**config.mk**
```make
export PLATFORM = sky130hd
export DESIGN_NAME = accum_bank
export DESIGN_NICKNAME = d
export VERILOG_FILES = /design/src/rtl/accum_pkg.sv /design/src/rtl/accum_lane.sv /design/src/rtl/accum_bank.sv
export SDC_FILE = /design/constraint.sdc
export NUM_CORES = 1
export LEC_CHECK = 0
export CAP_MARGIN = 5
export CORE_UTILIZATION = 55
export CTS_CLUSTER_SIZE = 16
export DETAILED_ROUTE_END_ITERATION = 16
export GPL_TIMING_DRIVEN = 0
export PLACE_DENSITY = 0.88
export SETUP_SLACK_MARGIN = 0.4
export SYNTH_ARGS = -nofsm -noshare
export SYNTH_HDL_FRONTEND = slang
export SYNTH_SLANG_ARGS = --single-unit
```
**constraint.sdc**
```tcl
create_clock -name clock -period 3.2 [get_ports clock]
set_input_delay 0.64 -clock clock [delete_from_list [all_inputs] [get_ports clock]]
set_output_delay 0.64 -clock clock [all_outputs]
set_load 0.005 [all_outputs]
```
**src/rtl/accum_pkg.sv**
```systemverilog
// -----------------------------------------------------------------------------
// accum_pkg
// Shared definitions for the accumulator bank:
//   - bank_state_e : sweep FSM states (IDLE, CLEAR)
//   - MODE_WRAP / MODE_SAT : values accepted by the SATURATE parameter
//   - calc_ch_w()  : channel-index width, never narrower than one bit
// -----------------------------------------------------------------------------
package accum_pkg;

  typedef enum logic {
    IDLE  = 1'b0,
    CLEAR = 1'b1
  } bank_state_e;

  localparam int unsigned MODE_WRAP = 0;
  localparam int unsigned MODE_SAT  = 1;

  // A single-channel bank still needs a one-bit index port, so the width is
  // clamped at 1 rather than using $clog2(1) = 0.
  function automatic int unsigned calc_ch_w(input int unsigned channels);
    return (channels > 1) ? $clog2(channels) : 1;
  endfunction

endpackage

```
**src/rtl/accum_lane.sv**
```systemverilog
// -----------------------------------------------------------------------------
// accum_lane
// One accumulator channel: adds an unsigned operand to its register, either
// wrapping or clamping on carry-out, keeps a sticky overflow flag, and reloads
// START_VALUE when told to clear.
//
// Ports:
//   clock     in   system clock
//   rstn      in   asynchronous active-low reset
//   add_en    in   add add_data into the accumulator on this edge
//   add_data  in   [WIDTH-1:0] unsigned addend
//   clr_en    in   reload START_VALUE and drop the overflow flag on this edge
//   acc       out  [WIDTH-1:0] current accumulator value
//   acc_next  out  [WIDTH-1:0] value the accumulator will hold after this edge
//   ovf       out  sticky overflow flag
// -----------------------------------------------------------------------------
module accum_lane
  import accum_pkg::*;
#(
  parameter int unsigned      WIDTH       = 8,
  parameter logic [WIDTH-1:0] START_VALUE = '0,
  parameter int unsigned      SATURATE    = MODE_WRAP
) (
  input  logic             clock,
  input  logic             rstn,
  input  logic             add_en,
  input  logic [WIDTH-1:0] add_data,
  input  logic             clr_en,
  output logic [WIDTH-1:0] acc,
  output logic [WIDTH-1:0] acc_next,
  output logic             ovf
);

  logic [WIDTH-1:0] acc_q, acc_d;
  logic             ovf_q, ovf_d;
  logic [WIDTH:0]   sum;
  logic             carry;

  // NOTE: every signal assigned in a combinational block gets a default at the
  // top, so no path through the if/else leaves it unassigned (no latch).
  always_comb begin
    acc_d = acc_q;
    ovf_d = ovf_q;
    // One extra bit so the carry out of the add is visible.
    sum   = {1'b0, acc_q} + {1'b0, add_data};
    carry = sum[WIDTH];

    if (clr_en) begin
      acc_d = START_VALUE;
      ovf_d = 1'b0;
    end else if (add_en) begin
      if ((SATURATE == MODE_SAT) && carry) begin
        acc_d = '1;
      end else begin
        acc_d = sum[WIDTH-1:0];
      end
      ovf_d = ovf_q | carry;
    end
  end

  // NOTE: sequential state uses non-blocking assignments only, so every flop
  // samples the pre-edge values regardless of process evaluation order.
  // NOTE: the accumulator is a plain register with an async reset, unlike a
  // RAM; it must come out of reset at START_VALUE without a clear sweep.
  always_ff @(posedge clock or negedge rstn) begin
    if (!rstn) begin
      acc_q <= START_VALUE;
      ovf_q <= 1'b0;
    end else begin
      acc_q <= acc_d;
      ovf_q <= ovf_d;
    end
  end

  assign acc      = acc_q;
  assign acc_next = acc_d;
  assign ovf      = ovf_q;

endmodule

```
**src/rtl/accum_bank.sv**
```systemverilog
// -----------------------------------------------------------------------------
// accum_bank
// Multi-channel accumulator bank. Tagged add requests arrive over a
// valid/ready handshake, sit for one cycle in a stage-1 register, then update
// the addressed lane and produce a result beat one cycle after acceptance.
// A clear pulse starts a sweep that reloads one lane per cycle.
//
// Ports:
//   clock      in   system clock
//   rstn       in   asynchronous active-low reset
//   in_valid   in   add request valid
//   in_ready   out  request accepted on this edge when in_valid is also high
//   in_chan    in   [CH_W-1:0] target channel
//   in_data    in   [WIDTH-1:0] unsigned addend
//   clear      in   single-cycle pulse that starts the clear sweep
//   out_valid  out  one-cycle pulse per completed add
//   out_chan   out  [CH_W-1:0] channel just updated
//   out_sum    out  [WIDTH-1:0] new value of that channel
//   err        out  one-cycle pulse for an accepted request to a missing channel
//   ovf        out  [CHANNELS-1:0] sticky per-channel overflow flags
//   led        out  [CHANNELS-1:0] MSB of each accumulator
//   busy       out  high while the clear sweep runs
// -----------------------------------------------------------------------------
module accum_bank
  import accum_pkg::*;
#(
  parameter  int unsigned CHANNELS    = 4,
  parameter  int unsigned WIDTH       = 8,
  parameter  int unsigned START_VALUE = 0,
  parameter  int unsigned SATURATE    = MODE_WRAP,
  localparam int unsigned CH_W        = calc_ch_w(CHANNELS)
) (
  input  logic                clock,
  input  logic                rstn,
  input  logic                in_valid,
  output logic                in_ready,
  input  logic [CH_W-1:0]     in_chan,
  input  logic [WIDTH-1:0]    in_data,
  input  logic                clear,
  output logic                out_valid,
  output logic [CH_W-1:0]     out_chan,
  output logic [WIDTH-1:0]    out_sum,
  output logic                err,
  output logic [CHANNELS-1:0] ovf,
  output logic [CHANNELS-1:0] led,
  output logic                busy
);

  localparam logic [WIDTH-1:0] START_TRUNC = WIDTH'(START_VALUE);
  localparam logic [CH_W-1:0]  K_LAST      = CH_W'(CHANNELS - 1);
  // One bit wider than the index so CHANNELS = 2^CH_W is representable.
  localparam logic [CH_W:0]    CHAN_LIMIT  = (CH_W + 1)'(CHANNELS);

  // ---------------------------------------------------------------------------
  // Clear-sweep FSM
  // ---------------------------------------------------------------------------
  bank_state_e     state_q, state_d;
  logic [CH_W-1:0] k_q, k_d;
  logic            sweep_on;

  // Flips to 1 on the first edge after reset release; holds in_ready low
  // while reset is asserted.
  logic            ready_en_q;

  always_ff @(posedge clock or negedge rstn) begin
    if (!rstn) begin
      state_q    <= IDLE;
      k_q        <= '0;
      ready_en_q <= 1'b0;
    end else begin
      state_q    <= state_d;
      k_q        <= k_d;
      ready_en_q <= 1'b1;
    end
  end

  always_comb begin
    state_d = state_q;
    k_d     = k_q;
    case (state_q)
      IDLE: begin
        if (clear) begin
          state_d = CLEAR;
          k_d     = '0;
        end
      end
      CLEAR: begin
        // A clear pulse arriving here is ignored; the sweep just runs out.
        if (k_q == K_LAST) begin
          state_d = IDLE;
          k_d     = '0;
        end else begin
          k_d = k_q + CH_W'(1);
        end
      end
      default: begin
        state_d = IDLE;
        k_d     = '0;
      end
    endcase
  end

  logic [CHANNELS-1:0] lane_clr;

  always_comb begin
    sweep_on = (state_q == CLEAR);
    busy     = sweep_on;
    // No beat is taken in the clear cycle itself, so nothing is left in
    // stage 1 once the sweep is running.
    in_ready = ready_en_q && (state_q == IDLE) && !clear;
    lane_clr = '0;
    for (int i = 0; i < CHANNELS; i++) begin
      lane_clr[i] = sweep_on && (k_q == CH_W'(i));
    end
  end

  // ---------------------------------------------------------------------------
  // Stage 1 and result registers
  // ---------------------------------------------------------------------------
  logic             accept;
  logic             s1_valid_q, s1_valid_d;
  logic [CH_W-1:0]  s1_chan_q,  s1_chan_d;
  logic [WIDTH-1:0] s1_data_q,  s1_data_d;
  logic             chan_ok;

  logic             out_valid_q, out_valid_d;
  logic [CH_W-1:0]  out_chan_q,  out_chan_d;
  logic [WIDTH-1:0] out_sum_q,   out_sum_d;
  logic             err_q,       err_d;

  logic [WIDTH-1:0]    lane_acc  [CHANNELS];
  logic [WIDTH-1:0]    lane_next [CHANNELS];
  logic [CHANNELS-1:0] lane_add;
  logic [WIDTH-1:0]    sel_next;

  always_comb begin
    accept     = in_valid && in_ready;
    s1_valid_d = accept;
    s1_chan_d  = accept ? in_chan : s1_chan_q;
    s1_data_d  = accept ? in_data : s1_data_q;

    chan_ok    = ({1'b0, s1_chan_q} < CHAN_LIMIT);

    // Decode only real lanes; an out-of-range index matches none of them, so
    // no accumulator moves. The lane reads its live register, which is why
    // back-to-back beats to one channel need no forwarding.
    lane_add = '0;
    sel_next = '0;
    for (int i = 0; i < CHANNELS; i++) begin
      if (s1_chan_q == CH_W'(i)) begin
        lane_add[i] = s1_valid_q;
        sel_next    = lane_next[i];
      end
    end

    out_valid_d = s1_valid_q && chan_ok;
    err_d       = s1_valid_q && !chan_ok;
    out_chan_d  = out_valid_d ? s1_chan_q : out_chan_q;
    out_sum_d   = out_valid_d ? sel_next  : out_sum_q;
  end

  always_ff @(posedge clock or negedge rstn) begin
    if (!rstn) begin
      s1_valid_q  <= 1'b0;
      s1_chan_q   <= '0;
      s1_data_q   <= '0;
      out_valid_q <= 1'b0;
      out_chan_q  <= '0;
      out_sum_q   <= '0;
      err_q       <= 1'b0;
    end else begin
      s1_valid_q  <= s1_valid_d;
      s1_chan_q   <= s1_chan_d;
      s1_data_q   <= s1_data_d;
      out_valid_q <= out_valid_d;
      out_chan_q  <= out_chan_d;
      out_sum_q   <= out_sum_d;
      err_q       <= err_d;
    end
  end

  assign out_valid = out_valid_q;
  assign out_chan  = out_chan_q;
  assign out_sum   = out_sum_q;
  assign err       = err_q;

  // ---------------------------------------------------------------------------
  // Lanes
  // ---------------------------------------------------------------------------
  for (genvar i = 0; i < CHANNELS; i++) begin : g_lane
    accum_lane #(
      .WIDTH       (WIDTH),
      .START_VALUE (START_TRUNC),
      .SATURATE    (SATURATE)
    ) u_lane (
      .clock    (clock),
      .rstn     (rstn),
      .add_en   (lane_add[i]),
      .add_data (s1_data_q),
      .clr_en   (lane_clr[i]),
      .acc      (lane_acc[i]),
      .acc_next (lane_next[i]),
      .ovf      (ovf[i])
    );

    assign led[i] = lane_acc[i][WIDTH-1];
  end

endmodule

```
# Word level (Yosys, flattened, before mapping)
# Index checks and enable logic that the tools add are counted.
# totals
ff_bits,62
input_bits,14
# classes
n_addsub,5
eq_ne,7
muxes,30
bitwise_logic,5
reduce_logical,14
# ops
op,count
two-way mux 8 bit,12
adder 8 x 8 -> 9 bit,4
two-way mux 1 bit,14
"equality test 2 bit, second input constant",4
nonzero test 2 bit,4
logical AND 1 bit,7
"equality test 2 x 1 -> 1 bit, second input constant",2
logical NOT 2 bit,2
two-way mux 2 bit,2
bitwise OR 1 bit,4
one-hot mux 2 bit (2 select lines),1
"adder 2 x 1 -> 2 bit, second input constant",1
"!= test 2 bit, second input constant",1
one-hot mux 1 bit (2 select lines),1
logical NOT 1 bit,1
NOT 1 bit,1

# Logic depth before layout (Yosys ltp)
# Gate-level depths: netlist of the first run.
# logic_depth
ltp_word,8
mapped_depth,10
depth_no_buf,10

# By module
# Synthesis of the first run repeated with hierarchy kept, for this count alone.
# hier_totals
cells_unflattened,434
area_unflattened_um2,4440.5
# modules_own_cells
module,n_inst,cells_each,area_each_um2,seq_area_each_um2
accum_lane,4,82,782.0,225.2
accum_bank,1,106,1312.5,650.6

# Worst setup path after synthesis of the first run
# OpenSTA, ideal clock, no wires.
# synth_path
path_type,register -> register
startpoint,reg s1_data_q[1]
endpoint,"reg out_sum_q[7], in the netlist out_sum[7]"
arrival_ps,2269
t_required_ps,3113
setup_slack_ps,844
path_stages_with_launch,9
n_path_buf,0
path_cell_list,dfrtp_1 ha_1 a21o_1 and4_4 or4_1 o311ai_1 a31oi_1 or3_1 a211oi_2
# synth_between
elab_chain_cells,7
word_cells_on_any_way,16
classes_between,add/sub: 4; mux: 12
# synth_lines
element,line_no,source
start: declaration,accum_bank.sv:123,"logic [WIDTH-1:0] s1_data_q, s1_data_d;"
start signal: assignment,accum_bank.sv:174,s1_data_q <= s1_data_d;
adder 8 x 8 -> 9 bit,accum_lane.sv:45,"sum = {1'b0, acc_q} + {1'b0, add_data};"
two-way mux 8 bit,accum_lane.sv:51,end else if (add_en) begin
two-way mux 8 bit,accum_lane.sv:48,if (clr_en) begin
two-way mux 8 bit (3 in series),accum_bank.sv:150,if (s1_chan_q == CH_W'(i)) begin
two-way mux 8 bit *,accum_bank.sv:150,
end signal: assignment,accum_bank.sv:177,out_sum_q <= out_sum_d;
end: declaration,accum_bank.sv:128,"logic [WIDTH-1:0] out_sum_q, out_sum_d;"
# Mark *: on every way between the ends. The rest lies on a longest branch, timed or not.
# A chain may end at the register's enable or synchronous reset.

# Final worst setup path of the first run
# layout_path
startpoint,reg s1_data_q[0]
endpoint,"reg out_sum_q[4], in the netlist out_sum[4]"
# layout_between
elab_chain_cells,7
word_cells_on_any_way,16
classes_between,add/sub: 4; mux: 12
# layout_lines
element,line_no,source
adder 8 x 8 -> 9 bit,accum_lane.sv:45,
two-way mux 8 bit,accum_lane.sv:51,
two-way mux 8 bit,accum_lane.sv:48,
named net g_lane[0].u_lane.acc_next[4],accum_lane.sv:30,"output logic [WIDTH-1:0] acc_next,"
two-way mux 8 bit (4 in series),accum_bank.sv:150,
# The timed path passes the listed nets, and every way through them passes these cells.

==> results of run 1 <==
critical path, stage by stage, from the launching register on:
cell,delay [ps]
dfrtp_1,480
ha_1,220
inv_1,60
fa_1,400
nor2b_1,120
o21ai_0,90
nor4b_1,160
a211oi_1,310
mux2i_1,150
a221oi_1,410
mux2_2,230
sequential cells by signal, summed over array words and instances (netlist names):
| name | cells |
|---|---|
| s1_data_q | 8 |
| ready_en_q | 1 |
| out_chan | 2 |
| s1_chan_q | 2 |
| out_sum | 8 |
| k_q | 2 |
| out_valid_d | 1 |
| g_lane.u_lane.acc | 32 |
| out_valid | 1 |
| g_lane.u_lane.ovf | 4 |
| busy | 1 |
synth_stat cells, types with 2 or more instances:
master    count  area [sq um]
nand2_1      65           244
dfrtp_1      62          1550
a21oi_1      48           240
ha_1         36           450
nor2_1       27           101
inv_1        23          86.3
o21ai_0      23           115
mux2_2       16           180
xnor2_1      13           114
a21o_1       10          75.1
nor2b_1      10          62.6
buf_4         9          67.6
clkbuf_1      8          30.0
nor3_1        8          40.0
buf_2         7          35.0
a211oi_1      6          45.0
a31oi_1       6          37.5
and2_1        6          37.5
nand3_1       6          30.0
nand2b_1      5          31.3
fa_1          4          80.1
xor2_1        4          35.0
o21a_1        3          22.5
o22ai_1       3          18.8
o31ai_1       3          22.5
or3_1         3          18.8
a21boi_0      2          15.0
a311oi_1      2          17.5
and3_1        2          12.5
buf_1         2          7.51
conb_1        2          7.51
mux2i_1       2          20.0
mux4_2        2          45.0
nand4_1       2          12.5
nor3b_1       2          15.0
nor4_1        2          12.5
o211ai_1      2          15.0
power by group through the flow:
stage	clock (W)	sequential (W)	combinational, W
final	0.000821	0.00126	0.00206
after global routing	0.000856	0.00129	0.00227
after CTS	0.000822	0.00125	0.00201
after detailed placement	0	0.00127	0.00199
after global placement	0	0.00125	0.00189
after floorplan	0	0.00118	0.00143
logic make-up (layout without fill, tap and decap cells):
family                   Yosys count  after routing
adder cells (fa/ha/maj)           40             40
AND/OR/NAND/NOR                  147            147
XOR/XNOR                          17             17
multiplexers                      20             20
AO/OA/AOI/OAI                    117            117
other                              2              2
flip-flops                        62             62
buffers and inverters             49            102
worst max-delay path by stage:
stage | endpoint | slack, ps | cells past startpoint
3_5_place_dp | out_sum[4] | 490 | 9
4_1_cts | out_sum[4] | 450 | 9
5_1_grt | out_sum[4] | 410 | 10
3_3_place_gp | g_lane[3].u_lane.ovf | -530 | 1
2_1_floorplan | out_sum[7] | 840 | 8
6_report | out_sum[4] | 490 | 10
metrics by stage:
step                      power (W)  std cells  hold slack [ps]  area, sq um
after floorplan             0.00261        454              344         4110
after global placement      0.00314        587              464         4580
after detailed placement    0.00325        588              469         4590
after CTS                   0.00408        604              376         4830
after global routing        0.00442        606              413         4850
final                       0.00414        606              343         4850
repair_timing:
| action | in CTS | in global routing |
|---|---|---|
| setup buffers | 0 | 2 |
| endpoints found under the setup margin | 0 | 1 |
| resized for setup | 0 | 2 |
cell type report:
| class | instances | area (sq um) | area share [%] |
|---|---|---|---|
| plain buffers | 26 | 140 | 2.89 |
| well taps | 99 | 124 | 2.56 |
| clock buffers | 13 | 169 | 3.48 |
| repair buffers | 37 | 370 | 7.64 |
| multi-input cells | 343 | 2340 | 48.2 |
| flip-flops and latches | 62 | 1550 | 32.0 |
| inverters | 23 | 90.1 | 1.86 |
| clock inverters | 3 | 65.1 | 1.34 |
routing by layer:
layer | track usage, % | routed length (um) | up-vias
met5 | 0 | 0 | -
met3 | 4.48 | 650 | 25
met2 | 48.0 | 5120 | 153
li1 | - | - | 1676
met1 | 38.2 | 4290 | 1718
met4 | 13.8 | 257 | 0
==> results.yml, run 1 <==
worst_setup_path:
  cp.arrival_ps: 2980
  startpoint_type: "flip-flop"
  r2r-start: "s1_data_q[0]"
  worstSetupStartpoint: "s1_data_q[0]"
  rr_endpoint: "out_sum[4]"
  path_class: "reg2reg"
  reg2reg_setup_slack_ps: 490
  path_max_fanout: 5
  end_kind: "flip-flop"
  r2r_cells: 10
  cp.required_ps: 3480
timing:
  skew_ps: 14.7
  period_share_pct: 84.5
  tns_ps: 0
  tightestPinTransition_ps: 721
  timing.slew.headroom_pct: 51.9
  maxSlewViolCount: 0
  max_freq_ghz: 0.370
  fin_ws_ps: 495
  hold_viol: 0
  grt_setup_unrepaired: "false"
  setup_viol: 0
  fin_crit_ps: 2710
routing:
  num_vias: 3572
  wl_per_cell_um: 17.0
  drt_iter0_markers: 221
  via_per_inst: 5.89
  ant_nets: 0
  wl_um: 10300
  drc_errors: 0
  firstDrtPassIters: 5
clock_tree:
  holdBufCountCts: 0
  htreeDepth: 3
  cts_tree: "yes"
  cts_inserted_buffers: 9
  clock_path_buffers: 2
  clk_pin_slew_ps: 80
  root_buffer: "clkbuf_8"
  clock_latency_ps: 350
  clock_sinks: 62
yosys:
  synthCells: 454
  yosys.cell_types.count: 55
  synth_xor_area_share_pct: 3.62
  syn-cell-area_sq_mm: 0.00411
  synth_edf_count: 0
  yosysSeqAreaShare_pct: 37.7
  async_reset_ff_share_pct: 100
  syn-num-nets: 508
  synthAdderAreaFrac_pct: 12.9
  syn_avg_cell_area_sq_um: 9.06
  ys_seq_elements: 62
  ys_warn_count: 0
  synth-compound-area-share_pct: 17.2
  synthMuxAreaShare_pct: 5.96
  synth_top_family_by_area: "compound AO/OA/AOI/OAI gates"
  synth_top_flop_cell: "dfrtp_1"
  yosys.area_share.simple_pct: 16.9
global_routing:
  grt_pass1_vias: 3504
  grt_usage_pct: 29.3
  grt_pass1_wl_um: 17000
  grt_max_degree: 33
  overflow: 0
  antenna_found_initial: 0
power_and_ir_drop:
  internal_power_w: 0.00243
  power_density_mw_per_mm2: 855
  p_leak_nw: 2.22
  switching_share_pct: 41.4
  p_switching_w: 0.00172
  ir_worst_vdd_mv: 0.425
  clkPwrFrac_pct: 19.8
  p_comb_share_pct: 49.8
  seqPwrFrac_pct: 30.4
floorplanning:
  start_util_pct: 56.7
  row_count: 31
  die_w_um: 88.5
  die-height_um: 88.5
  boundaryPins: 36
  coreArea_sq_mm: 0.00725
  die_area_sq_mm: 0.00783
finish:
  fin_util_pct: 66.8
  final_nets: 556
  diodes: 0
  mostFrequentLayoutCells: "65 x nand2_1, 61 x dfrtp_1, 48 x a21oi_1"
  layout_commonest_cell: "nand2_1"
  final_layout_size_suffix_gt1_share_pct: 12.0
  syn2layout_area_growth_pct: 17.8
  fillers: 569
outcome:
  status: "finished clean"
placement:
  dp_hpwl_um: 7730
  gp_congestion: 0.921
  dp_slack_ps: 489
  port_buffers: 34
job:
  max-cap-violations: 0
hold_path:
  holdCritPathClass: "in2async"
Power figures use the tool's default switching activity.
==> run 2: changes to the inputs <==
- CORE_UTILIZATION: 55 -> 53
- clock period: 3.2 -> 2.4 ns (I/O delays scaled with it)
==> run 2 against run 1 <==
  * Wire length is 52% higher
  * Sequential power rose by 37%
  * Critical path depth is 2 lower
  * Sequential share of layout area fell by 4.6 points
  * Highest routed layer unchanged
  * Die area grew 3.7%
  * Final area rose by 18%
  * Global-route usage increased by 6.2 points
  * Critical endpoint is now out_sum[7]
  * Via count up 23%
  * Worst hold slack worse by 140 ps
  * Core utilization is 11 points higher
  * The run now ends with negative setup slack left
  * Combinational power grew 110%
==> results.yml, run 2 (synthesized netlist as in run 1, its figures left out) <==
global_routing:
  overflow: 0
  grt_max_degree: 63
  grt_pass1_wl_um: 22200
  grt_pass1_vias: 4324
  grt_usage_pct: 35.5
  antenna_found_initial: 0
clock_tree:
  htreeDepth: 3
  clk_pin_slew_ps: 90
  cts_tree: "yes"
  cts_inserted_buffers: 9
  root_buffer: "clkbuf_8"
  holdBufCountCts: 0
  clock_sinks: 62
  clock_latency_ps: 370
  clock_path_buffers: 2
finish:
  final_nets: 586
  layout_commonest_cell: "nand2_1"
  multi_input_area_sq_mm: 0.00291
  seq_area_sq_mm: 0.00156
  fin_util_pct: 77.3
  mostFrequentLayoutCells: "62 x nand2_1, 52 x dfrtp_1, 32 x a21oi_1, 32 x buf_4, 31 x clkdlybuf4s50_1"
  syn2layout_area_growth_pct: 38.5
  fillers: 381
  largest_reg_flops: 32
  stdcell_count: 636
  final_layout_size_suffix_gt1_share_pct: 36.5
  diodes: 0
timing:
  timing.slew.headroom_pct: 44.3
  tightestPinTransition_ps: 836
  setup_viol: 6
  maxSlewViolCount: 0
  max_freq_ghz: 0.380
  finalHoldWorstSlack_ps: 198
  skew_ps: 18.6
  period_share_pct: 110
  fin_crit_ps: 2630
  grt_setup_unrepaired: "true"
  fin_ws_ps: -230
  hold_viol: 0
routing:
  wl_um: 15700
  drc_errors: 0
  firstDrtPassIters: 7
  num_vias: 4382
  ant_nets: 0
  drt_iter0_markers: 598
  wl_per_cell_um: 24.7
  via_per_inst: 6.89
worst_setup_path:
  end_kind: "flip-flop"
  cp.required_ps: 2680
  path_max_fanout: 5
  path_class: "reg2reg"
  startpoint_type: "flip-flop"
  cp.arrival_ps: 2910
placement:
  placed_cells: 587
  dp_slack_ps: -191
  gp_congestion: 0.897
  dp_hpwl_um: 7650
  port_buffers: 34
floorplanning:
  die_area_sq_mm: 0.00812
  row_count: 31
  boundaryPins: 36
  die-height_um: 90.1
  die_w_um: 90.1
  start_util_pct: 55.8
  coreArea_sq_mm: 0.00737
outcome:
  violations: "negative setup slack"
  status: "finished, violations left"
power_and_ir_drop:
  ir_worst_vdd_mv: 0.886
  power_density_mw_per_mm2: 1250
  total_power_w: 0.00713
  p_leak_nw: 2.50
hold_path:
  holdCritPathClass: "in2async"
job:
  max-cap-violations: 0
==> run 2: changes by cell type in the layout (fill, tap and decap cells not counted), moves of 9 or more <==
cell,change
a21oi_1,-16
a21oi_2,+15
buf_4,+21
buf_6,+13
dfrtp_1,-9
dfrtp_2,+9
ha_1,-16
ha_4,+11
o21ai_0,-11
==> run 2: what timing repair did <==
action,4_1_cts,5_1_grt
setup buffers,26,7
endpoints found under the setup margin,25,35
pin swaps,48,19
resized for setup,99,61
==> run 2: final timing paths <==
check / from / endpoint / slack, ps / depth (start not counted)
max: s1_data_q[2] / out_sum[7] / -230 / 8
min: rstn / out_sum[0] / 200 / 1
max reg2reg: s1_data_q[2] / out_sum[7] / -230 / 8
min reg2reg: out_valid_d / out_valid / 480 / 0
max in group asynchronous: rstn / s1_data_q[4] / 1580 / 1
min in group clock: out_valid_d / out_valid / 480 / 0
==> run 2: layout make-up <==
cell class,count,share of cell area (%)
multi-input combinational,343,51.0
buffer,26,2.88
inverter,23,1.62
clock buffer,12,2.55
clock inverter,4,1.23
tap,99,2.17
sequential,62,27.4
timing repair buffer,67,11.1
==> run 2: report_power, final <==
part / internal, W / switching, W
Clock: 0.000612 / 0.000469
Combinational: 0.00196 / 0.00238
Sequential: 0.00136 / 0.000353
Total: 0.00393 / 0.00320
==> run 2: critical path: stages, from the launching register on <==
cell and delay (ps):
dfrtp_2 500, ha_4 210, a21oi_1 270, nor2b_2 140
or4_4 520, o311ai_4 130, a31oi_1 140, or3_4 430
a211oi_2 190
==> run 2: layer usage <==
layer  wire, um  up-vias  GRT usage [%]
met5          0        -              0
met4       1430        0           23.4
met3       1560      166           8.21
met2       7180      399           58.8
met1       5530     2076           41.1
li1           -     1741              -
==> run 2: through the flow <==
stage | TNS, ps | cell area, sq um
2_1_floorplan | 0 | 4130
3_3_place_gp | -74970 | 4590
3_5_place_dp | -693 | 4590
4_1_cts | -104 | 5420
5_1_grt | -1060 | 5700
6_report | -847 | 5700
